`src/rtl/regfile_loader.sv`:
```
// regfile_loader: preloads a processor register file over a valid/ready beat stream,
// then releases the processor from reset for a bounded number of cycles.
module regfile_loader #(
   parameter int CYCLE_W        = 14,
   parameter int DEFAULT_CYCLES = 255
) (
   input  logic               clock,
   input  logic               reset,
   input  logic               start,
   input  logic [CYCLE_W-1:0] run_cycles,
   input  logic               ld_valid,
   output logic               ld_ready,
   input  logic [4:0]         ld_reg,
   input  logic [31:0]        ld_data,
   input  logic               ld_last,
   input  logic               cpu_we,
   input  logic [4:0]         cpu_wreg,
   input  logic [31:0]        cpu_wdata,
   output logic               rf_we,
   output logic [4:0]         rf_wreg,
   output logic [31:0]        rf_wdata,
   output logic               cpu_reset,
   output logic               busy,
   output logic               done,
   output logic               err_r0,
   output logic [CYCLE_W-1:0] cycle_count
);
   typedef enum logic [1:0] {IDLE, LOAD, RUN, DONE} state_t;
   state_t state;
   logic [CYCLE_W-1:0] target;
   logic [CYCLE_W-1:0] count_next;
   logic accept;
   assign accept     = ld_valid & ld_ready;
   assign count_next = cycle_count + CYCLE_W'(1);
   always_ff @(posedge clock or posedge reset)
      if (reset) begin
         state       <= IDLE;
         ld_ready    <= 1'b0;
         cpu_reset   <= 1'b1;
         busy        <= 1'b0;
         done        <= 1'b0;
         err_r0      <= 1'b0;
         cycle_count <= '0;
         target      <= CYCLE_W'(DEFAULT_CYCLES);
      end else
         case (state)
            IDLE, DONE:
               if (start) begin
                  state       <= LOAD;
                  ld_ready    <= 1'b1;
                  busy        <= 1'b1;
                  done        <= 1'b0;
                  err_r0      <= 1'b0;
                  cycle_count <= '0;
                  target      <= (run_cycles == '0) ? CYCLE_W'(DEFAULT_CYCLES) : run_cycles;
               end
            LOAD:
               if (accept) begin
                  if (ld_reg == 5'd0) err_r0 <= 1'b1;
                  if (ld_last) begin
                     state     <= RUN;
                     ld_ready  <= 1'b0;
                     cpu_reset <= 1'b0;
                  end
               end
            RUN: begin
               cycle_count <= count_next;
               // target is never 0, so the count stops before it could wrap
               if (count_next == target) begin
                  state     <= DONE;
                  cpu_reset <= 1'b1;
                  busy      <= 1'b0;
                  done      <= 1'b1;
               end
            end
         endcase
   always_comb begin
      rf_we    = (state == LOAD) ? (accept && ld_reg != 5'd0) : (state == RUN) ? cpu_we : 1'b0;
      rf_wreg  = (state == RUN) ? cpu_wreg : ld_reg;
      rf_wdata = (state == RUN) ? cpu_wdata : ld_data;
   end
endmodule
```
`config.mk`:
```
export PLATFORM = sky130hd
export DESIGN_NAME = regfile_loader
export DESIGN_NICKNAME = d
export VERILOG_FILES = /design/src/rtl/regfile_loader.sv
export SDC_FILE = /design/constraint.sdc
export NUM_CORES = 1
export LEC_CHECK = 0
export ABC_AREA = 0
export CAP_MARGIN = 20
export CORE_ASPECT_RATIO = 2
export CORE_MARGIN = 4
export CORE_UTILIZATION = 35
export DETAILED_ROUTE_END_ITERATION = 6
export PLACE_DENSITY = 0.77
export SLEW_MARGIN = 20
export SYNTH_ARGS = -nofsm -noshare
export SYNTH_HDL_FRONTEND = slang
export SYNTH_SLANG_ARGS = --single-unit
```
`constraint.sdc`:
```
create_clock -name clock -period 2.45 [get_ports clock]
set_clock_uncertainty 0.15 [all_clocks]
set_input_delay 0.735 -clock clock [delete_from_list [all_inputs] [get_ports clock]]
set_output_delay 0.735 -clock clock [all_outputs]
set_load 0.03 [all_outputs]
```
==> flow_metrics.py <==
metrics = {
    "place": {
        "gp_congestion": 0.9300,
        "io_buffers": 150,
        "dpl.cell_count": 564,
        "hpwl_mm": 8.035,
    },
    "logic_synthesis": {
        "synthArstFlopShare_pct": 100.0,
        "synth-edff-count": 0,
        "synth_common_cells": "mux2_2, nand2_1, o21ai_0",
        "synth_top_area_share_pct": 24.45,
        "synth_top_area_cell": "dfrtp_1",
        "ys_types": 51,
        "yosysWarnings": 0,
        "ys_seq_elements": 35,
        "synth_ff_type": "dfrtp_1",
        "postSynthAreaPerCell_um2": 9.145,
        "synth.area.top_cells": "dfrtp_1, mux2_2, dfstp_2, o21ai_0, nand2_1",
        "syn-num-nets": 389,
        "syn-cell-area_um2": 2661,
        "synth_seq_area_share_pct": 33.33,
        "yosysMostFrequentCell": "mux2_2",
        "postSynthCellCount": 291,
    },
    "sta": {
        "post-route-period-util_pct": 108.9,
        "maxSlewHeadroom_pct": 68.10,
        "slew_viol_final": 0,
        "fmax_mhz": 375.0,
        "hold_viol_final": 0,
        "fin_ws_ns": -0.2169,
        "worst_slew_pin_slew_ns": 0.4785,
        "worst_hold_slack_ns": 0.3640,
        "setup_viol": 40,
        "rsz0062_at_grt": "true",
        "period_needed_ns": 2.667,
    },
    "grt": {
        "grt_max_degree": 36,
        "track_usage_pct": 23.59,
        "grt_pass1_wl_mm": 17.46,
        "antenna_found_initial": 0,
        "grt_overflow_total": 0,
        "grt_pass1_vias": 3557,
    },
    "job": {
        "cap_viol_max_count": 0,
    },
    "clocking": {
        "numCtsBuffers": 5,
        "clock_latency_ns": 0.29,
        "cts_hold_buf": 0,
        "cts-root-buf": "clkbuf_16",
        "cts_tree": "done",
        "clockBufferDepth": 2,
        "clk_pin_slew_worst_paths_ns": 0.06,
        "cts_max_level": 2,
        "clkSinkCount": 35,
    },
    "floorplan": {
        "rows": 44,
        "start_util_pct": 36.35,
        "coreArea_um2": 7322,
        "die_y_um": 131.3,
        "die_w_um": 69.66,
        "pin_count": 151,
        "die_area_um2": 9148,
    },
    "power_and_ir_drop": {
        "fin_total_pwr_mw": 4.671,
        "power_density_nw_per_um2": 887.2,
        "p_leak_nw": 2.350,
        "vdd_ir_drop_max_uv": 638.3,
    },
    "run_status": {
        "status": "finished with violations",
        "violations": "setup timing",
    },
    "setup_path": {
        "worstSetupPathType": "flip-flop to primary output",
        "cp-end-kind": "primary output",
        "slowest_delay_ns": 0.42,
        "slowest_stage": "dfrtp_1",
        "path_cells": "inv_2, ha_4, clkbuf_16, mux2_2, buf_6",
        "worstPathArrival_ns": 1.78,
        "path_delay_family": "buffers and inverters",
        "worst-path-max-fanout": 11,
        "required_ns": 1.56,
        "crit_path_start_kind": "flip-flop",
        "worstPathBufferInverterCount": 3,
    },
    "routing": {
        "wl_per_cell_um": 20.63,
        "route.detailed.drc": 0,
        "ant_nets": 0,
        "drt_iter0_drc": 191,
        "postRouteWirelength_mm": 12.13,
        "via_per_inst": 5.509,
        "via_count": 3239,
        "first_pass_iters": 4,
    },
    "cells_and_area": {
        "nNetsFinal": 593,
        "drive_above_1_share_pct": 39.31,
        "stdcell_count": 588,
        "antenna_cells": 0,
        "syn_to_final_growth_pct": 97.84,
    },
    "min_path": {
        "hp-class": "flip-flop to flip-flop",
    },
}
## cell usage in the layout, fill, tap and decap left out, drive strengths merged, types with 3 or more instances in the layout
cell type and instances:
nand4 7, clkdlybuf4s50 103, xnor2 6, nand2 33, clkbuf 6, o41ai 4, a21oi 9, nor2 15
nor4 5, inv 12, o22a 7, dfstp 9, o31ai 4, xor2 9, buf 107, dfrtp 26
ha 4, mux2 37, and2 4, nand3 9, and3 5, dlymetal6s2s 3, o2111ai 3, o21ai 29
mux2i 3, o211ai 3
## state kept, by name, indices dropped and copies added (netlist names)
register     cells
cycle_count     14
target          14
state            2
busy             1
cpu_reset        1
done             1
err_r0           1
ld_ready         1
## where the power goes
part / leakage (nW) / internal, mW / switching (mW) / total [mW]
Combinational: 1.86 / 1.54 / 1.53 / 3.07
Clock: 0.0658 / 0.375 / 0.265 / 0.640
Sequential: 0.421 / 0.789 / 0.171 / 0.959
Total: 2.35 / 2.70 / 1.97 / 4.67
## logic make-up (layout without fill, tap and decap cells)
group	count (synthesis)	count (layout)	synth area share [%]
AOI/OAI and AO/OA	76	76	19.18
xor gates and xnor gates	15	15	4.937
adders and majority gates	4	4	1.881
buffers and inverters	32	237	6.487
DFF	35	35	33.33
muxes	40	40	16.78
and+or+nand+nor	89	89	17.40
## metrics by stage
step | utilization [%] | worst slack (ns) | area [um^2] | setup TNS [ns]
floorplan | - | -0.008525 | 2690 | -0.008525
global placement | 61.23 | -0.9836 | 4483 | -1.469
detailed placement | 61.23 | -1.006 | 4483 | -1.837
CTS | 67.94 | -0.1454 | 4975 | -2.671
global route | 71.91 | -0.2206 | 5265 | -6.916
finish | 71.91 | -0.2169 | 5265 | -6.436
## area by class of cell
type                            instances  area [um^2]
Clock buffer                            5        125.1
Clock inverter                          3        20.02
Fill cell                             452         2057
Inverter                               12        45.04
Multi-Input combinational cell        224         1883
Sequential cell                        35        894.6
Tap cell                               92        115.1
Timing Repair Buffer                  217         2182
## per-layer routing
layer | vias up | share of wire, % | global-route usage [%]
met5 | - | 0 | 0
met4 | 0 | 4.3 | 11.94
met3 | 33 | 6.4 | 4.587
met2 | 160 | 58 | 47.29
met1 | 1570 | 31 | 21.43
li1 | 1476 | - | -
## what timing repair did
item,CTS,global route
endpoints found under the setup margin,42,46
buffers inserted,11,4
pin swaps,8,11
gates resized for setup,79,60
cloned,2,1
## path summary, 6_finish.rpt
path,cells past startpoint,to,startpoint,slack (ns)
max,5,rf_wreg[1],state[0]$_DFFE_PP0P_,-0.22
min,2,target[13]$_DFFE_PP0P_,target[13]$_DFFE_PP0P_,0.36
max reg2reg,10,state[0]$_DFFE_PP0P_,cycle_count[3]$_DFFE_PP0P_,-0.04
min reg2reg,2,target[13]$_DFFE_PP0P_,target[13]$_DFFE_PP0P_,0.36
max in group asynchronous,3,cycle_count[3]$_DFFE_PP0P_,reset,1.07
min in group asynchronous,3,cycle_count[13]$_DFFE_PP0P_,reset,0.71
## worst reg2reg max path, stage by stage (launching register included)
cell	delay, ns
dfrtp_2	0.45
nand4_4	0.11
buf_4	0.18
o21ai_0	0.18
a2111oi_4	0.40
buf_4	0.18
o2111ai_4	0.13
nor4_4	0.16
buf_4	0.19
o211ai_2	0.11
mux2i_1	0.19
Note: power is estimated with default switching activity, not from simulation.
